--- src/rtl/iter_divider.sv ---
// iter_divider: multicycle radix-2 restoring divider with independent operand handshakes
module iter_divider #(
  parameter bit SIGNED = 1'b1
) (
  input  logic        clk,
  input  logic        reset,
  input  logic [31:0] s_axis_dividend_tdata,
  input  logic        s_axis_dividend_tvalid,
  output logic        s_axis_dividend_tready,
  input  logic [31:0] s_axis_divisor_tdata,
  input  logic        s_axis_divisor_tvalid,
  output logic        s_axis_divisor_tready,
  output logic [63:0] m_axis_dout_tdata,
  output logic        m_axis_dout_tvalid
);
  typedef enum logic [1:0] {IDLE, CALC, DONE} state_t;
  state_t      state_q, state_d;
  logic        got_a_q, got_a_d, got_b_q, got_b_d;
  logic [31:0] a_q, a_d, b_q, b_d;
  logic [32:0] rem_q, rem_d;
  logic [31:0] quo_q, quo_d, dvs_q, dvs_d;
  logic [4:0]  cnt_q, cnt_d;
  logic        nq_q, nq_d, nr_q, nr_d;
  logic [63:0] dout_q, dout_d;
  logic        a_hs, b_hs, start, a_neg, b_neg, ge;
  logic [31:0] a_v, b_v, a_m, b_m, q_nx, r_lo;
  logic [32:0] shl, r_nx;
  logic [33:0] diff;
  // ready is forced low while reset is held so nothing is accepted in the reset cycle
  assign s_axis_dividend_tready = (state_q == IDLE) && !got_a_q && !reset;
  assign s_axis_divisor_tready  = (state_q == IDLE) && !got_b_q && !reset;
  assign m_axis_dout_tvalid     = (state_q == DONE);
  assign m_axis_dout_tdata      = dout_q;
  assign a_hs  = s_axis_dividend_tvalid && s_axis_dividend_tready;
  assign b_hs  = s_axis_divisor_tvalid && s_axis_divisor_tready;
  assign a_v   = a_hs ? s_axis_dividend_tdata : a_q;
  assign b_v   = b_hs ? s_axis_divisor_tdata : b_q;
  assign start = (state_q == IDLE) && (got_a_q || a_hs) && (got_b_q || b_hs);
  assign a_neg = SIGNED && a_v[31];
  assign b_neg = SIGNED && b_v[31];
  assign a_m   = a_neg ? -a_v : a_v;
  assign b_m   = b_neg ? -b_v : b_v;
  // one restoring step: shift in next dividend bit, keep the subtraction only if non-negative
  assign shl   = {rem_q[31:0], quo_q[31]};
  assign diff  = {1'b0, shl} - {2'b0, dvs_q};
  assign ge    = !diff[33];
  assign r_nx  = ge ? diff[32:0] : shl;
  assign q_nx  = {quo_q[30:0], ge};
  assign r_lo  = r_nx[31:0];
  // next-state, operand capture, iteration and result formatting
  always_comb begin
    state_d = state_q;
    got_a_d = got_a_q;
    got_b_d = got_b_q;
    a_d     = a_q;
    b_d     = b_q;
    rem_d   = rem_q;
    quo_d   = quo_q;
    dvs_d   = dvs_q;
    cnt_d   = cnt_q;
    nq_d    = nq_q;
    nr_d    = nr_q;
    dout_d  = dout_q;
    case (state_q)
      IDLE: begin
        got_a_d = got_a_q || a_hs;
        got_b_d = got_b_q || b_hs;
        a_d     = a_v;
        b_d     = b_v;
        if (start) begin
          state_d = CALC;
          cnt_d   = '0;
          rem_d   = '0;
          quo_d   = a_m;
          dvs_d   = b_m;
          nq_d    = a_neg ^ b_neg;
          nr_d    = a_neg;
        end
      end
      CALC: begin
        rem_d = r_nx;
        quo_d = q_nx;
        cnt_d = cnt_q + 5'd1;
        if (cnt_q == 5'd31) begin
          state_d = DONE;
          dout_d  = {nq_q ? -q_nx : q_nx, nr_q ? -r_lo : r_lo};
        end
      end
      default: begin
        state_d = IDLE;
        got_a_d = 1'b0;
        got_b_d = 1'b0;
      end
    endcase
  end
  // state and datapath registers
  always_ff @(posedge clk) begin
    if (reset) begin
      state_q <= IDLE;
      got_a_q <= 1'b0;
      got_b_q <= 1'b0;
      a_q     <= '0;
      b_q     <= '0;
      rem_q   <= '0;
      quo_q   <= '0;
      dvs_q   <= '0;
      cnt_q   <= '0;
      nq_q    <= 1'b0;
      nr_q    <= 1'b0;
      dout_q  <= '0;
    end else begin
      state_q <= state_d;
      got_a_q <= got_a_d;
      got_b_q <= got_b_d;
      a_q     <= a_d;
      b_q     <= b_d;
      rem_q   <= rem_d;
      quo_q   <= quo_d;
      dvs_q   <= dvs_d;
      cnt_q   <= cnt_d;
      nq_q    <= nq_d;
      nr_q    <= nr_d;
      dout_q  <= dout_d;
    end
  end
endmodule

--- config.mk ---
export PLATFORM = sky130hd
export DESIGN_NAME = iter_divider
export DESIGN_NICKNAME = d
export VERILOG_FILES = /design/src/rtl/iter_divider.sv
export SDC_FILE = /design/constraint.sdc
export NUM_CORES = 1
export LEC_CHECK = 0
export CAP_MARGIN = 5
export CORE_MARGIN = 5
export CORE_UTILIZATION = 60
export CTS_CLUSTER_DIAMETER = 100
export DETAILED_ROUTE_END_ITERATION = 7
export PLACE_DENSITY = 0.88
export SLEW_MARGIN = 20
export SYNTH_ARGS = -nofsm -noshare
export SYNTH_HDL_FRONTEND = slang
export SYNTH_SLANG_ARGS = --single-unit
export TNS_END_PERCENT = 100
--- constraint.sdc ---
create_clock -name clk -period 7.65 [get_ports clk]
set_clock_uncertainty 0.15 [all_clocks]
set_input_delay 0.765 -clock clk [delete_from_list [all_inputs] [get_ports clk]]
set_output_delay 0.765 -clock clk [all_outputs]
set_load 0.01 [all_outputs]
==> out/metrics.cfg <==
[routing]
wl_per_cell_um=18.6
vias=14100
drtPass1Iterations=7
antenna_left=0
viasPerCell=6.28
wirelength_um=41600
route.detailed.drc=0
detail_route.iter0.violations=1830

[grt]
antenna_found_initial=0
grt_pass1_vias=12800
gr-total-overflow=0
grt_max_degree=94
globalRouteTotalUtil_pct=29.9
grt_pass1_wl_um=66600

[clock_network]
ctsHoldBuffers=0
cts_tree=done
cts_root_buf=clkbuf_16
cts_setup_buffers=0
cts_buffers=26
cts_buffer_depth=3
clk_pin_slew_ns=0.07
cts.sink_count=235
htreeDepth=1
cts_resized=0
insertion_delay_ns=0.55

[timing]
min_period_ns=5.48
finalSetupViolations=0
rsz0062_at_grt=no
whs_ns=0.298
timing.setup.tns_ns=0
fmax_ghz=0.183
finalHoldViolations=0
drv_slew=0
slew_headroom_pct=26.0
worstMarginPinSlew_ns=1.09
fin_crit_sh_pct=71.6

[setup_path]
end_kind=flip-flop
worstSetupStartpointType=flip-flop
r2r_cells=16
worstSetupPathType=reg2reg
path_max_fanout=48
arrival_ns=5.78
required_ns=7.95

[floorplanning]
ios=135
initial_core_util_pct=60.8
dieHeight_um=164
die_x_um=164
dieArea_um2=27000
rows=56
core_um2=23500

[yosys]
synth_seq_area_share_pct=33.0
synth_edf_count=0
ys_seq_elements=235
ys.flop_type=dfxtp_1
ys_warn_count=0
syn_avg_cell_area_um2=7.74
syn-num-nets=1951
synth_cell_type_count=85
synthArstFlopShare_pct=0
syn_area_um2=14300
synth_cells=1844

[placed_design]
io_buffers=134
hpwlAfterDp_um=29700
dpl_cell_area_um2=15700
gp_routability_congestion=0.997

[min_path]
holdPathStages=2
hold_class=reg2reg

[final_layout]
nets=2010
syn2layout_area_growth_pct=16.4
fillers=1830
fin_area_um2=16600
drive_above_1_share_pct=5.20
antenna_cells=0

[flow_run]
cap_violations=0

[outcome]
status=complete, no violations

[logic make-up after synthesis]
group           count (synthesis)  synth area share, %
simple gates                  692                 22.7
flops                         235                 33.0
xor+xnor                      110                 6.75
fa+ha+maj                      39                 3.47
buf+inv                       176                 4.98
mux                            92                 6.47
compound gates                500                 22.7
[worst max-delay path, stage by stage, from the launching register on]
cell and delay (ns):
dfxtp_1 0.52, ha_1 0.36, a21oi_1 0.25, o21ai_0 0.15
a21oi_2 0.30, a2111oi_2 0.11, or3_2 0.51, buf_4 0.36
inv_2 0.12, ha_1 0.21, nand2_1 0.10, or2_2 0.32
or4_1 0.57, or4_1 0.59, o41ai_1 0.34, xor2_1 0.13
a211oi_1 0.25
[layout by cell type (no fill, tap or decap), types with 21 or more instances in the layout]
cell,count
nand2_1,201
a21oi_1,165
a22oi_1,29
inv_1,57
ha_1,38
nor2_1,242
xnor2_1,61
nor3_1,44
mux2i_1,88
nand3_1,33
o21ai_0,74
clkdlybuf4s50_1,133
xor2_1,49
clkbuf_16,26
or3_1,33
o31ai_1,24
dfxtp_1,235
a211oi_1,52
or4_1,21
a31oi_1,45
[per-layer routing]
metal	global-route usage (%)	part of all wire, %	vias to the layer above
met3	6.85	11	62
met2	45.4	44	688
met1	43.5	44	6583
met4	6.52	1.6	0
met5	0	0	-
li1	-	-	6745
[sequential cells by signal (all words and copies together) (netlist names)]
signal             flops
m_axis_dout_tdata     64
a_q                   32
b_q                   32
dvs_q                 32
quo_q                 32
rem_q                 32
cnt_q                  5
state_q                2
got_a_q                1
got_b_q                1
nq_q                   1
nr_q                   1
[Yosys cell counts (all sizes together), types with 3 or more instances]
| master | number | area share, % |
|---|---|---|
| a211oi | 52 | 2.7 |
| a21boi | 4 | 0.21 |
| a21o | 10 | 0.53 |
| a21oi | 169 | 6.1 |
| a221oi | 9 | 0.68 |
| a22oi | 29 | 1.5 |
| a31oi | 45 | 2.0 |
| a32oi | 4 | 0.25 |
| and2 | 8 | 0.35 |
| and3 | 17 | 0.75 |
| and4 | 6 | 0.37 |
| and4b | 3 | 0.21 |
| buf | 33 | 1.2 |
| clkbuf | 85 | 2.2 |
| dfxtp | 235 | 33 |
| ha | 38 | 3.3 |
| inv | 58 | 1.5 |
| mux2i | 90 | 6.3 |
| nand2 | 203 | 5.4 |
| nand2b | 9 | 0.39 |
| nand3 | 34 | 1.2 |
| nand3b | 8 | 0.42 |
| nand4 | 17 | 0.83 |
| nor2 | 246 | 6.5 |
| nor2b | 8 | 0.35 |
| nor3 | 46 | 1.7 |
| nor3b | 5 | 0.26 |
| nor4 | 11 | 0.48 |
| o211a | 6 | 0.42 |
| o211ai | 13 | 0.68 |
| o21a | 9 | 0.48 |
| o21ai | 79 | 2.8 |
| o221ai | 4 | 0.25 |
| o22ai | 3 | 0.13 |
| o31ai | 24 | 1.3 |
| o41ai | 11 | 0.73 |
| or2 | 8 | 0.35 |
| or3 | 34 | 1.5 |
| or4 | 23 | 1.3 |
| xnor2 | 61 | 3.7 |
| xor2 | 49 | 3.0 |
[worst paths after layout]
path | start | endpoint | slack [ns]
worst max register to register | rem_q[7]$_SDFFE_PP0P_ | m_axis_dout_tdata[58]$_SDFFE_PP0P_ | 2.17
worst max-delay path | rem_q[7]$_SDFFE_PP0P_ | m_axis_dout_tdata[58]$_SDFFE_PP0P_ | 2.17
worst min-delay path | m_axis_dout_tdata[14]$_SDFFE_PP0P_ | m_axis_dout_tdata[14]$_SDFFE_PP0P_ | 0.30
worst min register to register | m_axis_dout_tdata[14]$_SDFFE_PP0P_ | m_axis_dout_tdata[14]$_SDFFE_PP0P_ | 0.30
[final cells by class]
type / instances / area, um^2 / share of cell area, %
timing repair buffer: 149 / 1460 / 8.76
inverter: 58 / 218 / 1.31
multi-input combinational: 1433 / 8910 / 53.7
clock buffer: 31 / 699 / 4.21
clock inverter: 16 / 214 / 1.29
sequential: 235 / 4700 / 28.3
tap: 319 / 399 / 2.40
[through the flow]
stage	instances	util, %	setup slack (ns)
2_1_floorplan	1844	-	2.42
3_5_place_dp	2194	66.8	2.35
4_1_cts	2241	70.7	2.27
6_report	2241	70.7	2.17
5_1_grt	2241	70.7	1.93
3_3_place_gp	2194	66.8	2.52
Power is not shown: default switching activity piles up to over one toggle a cycle in this logic, so the estimate is an artifact.
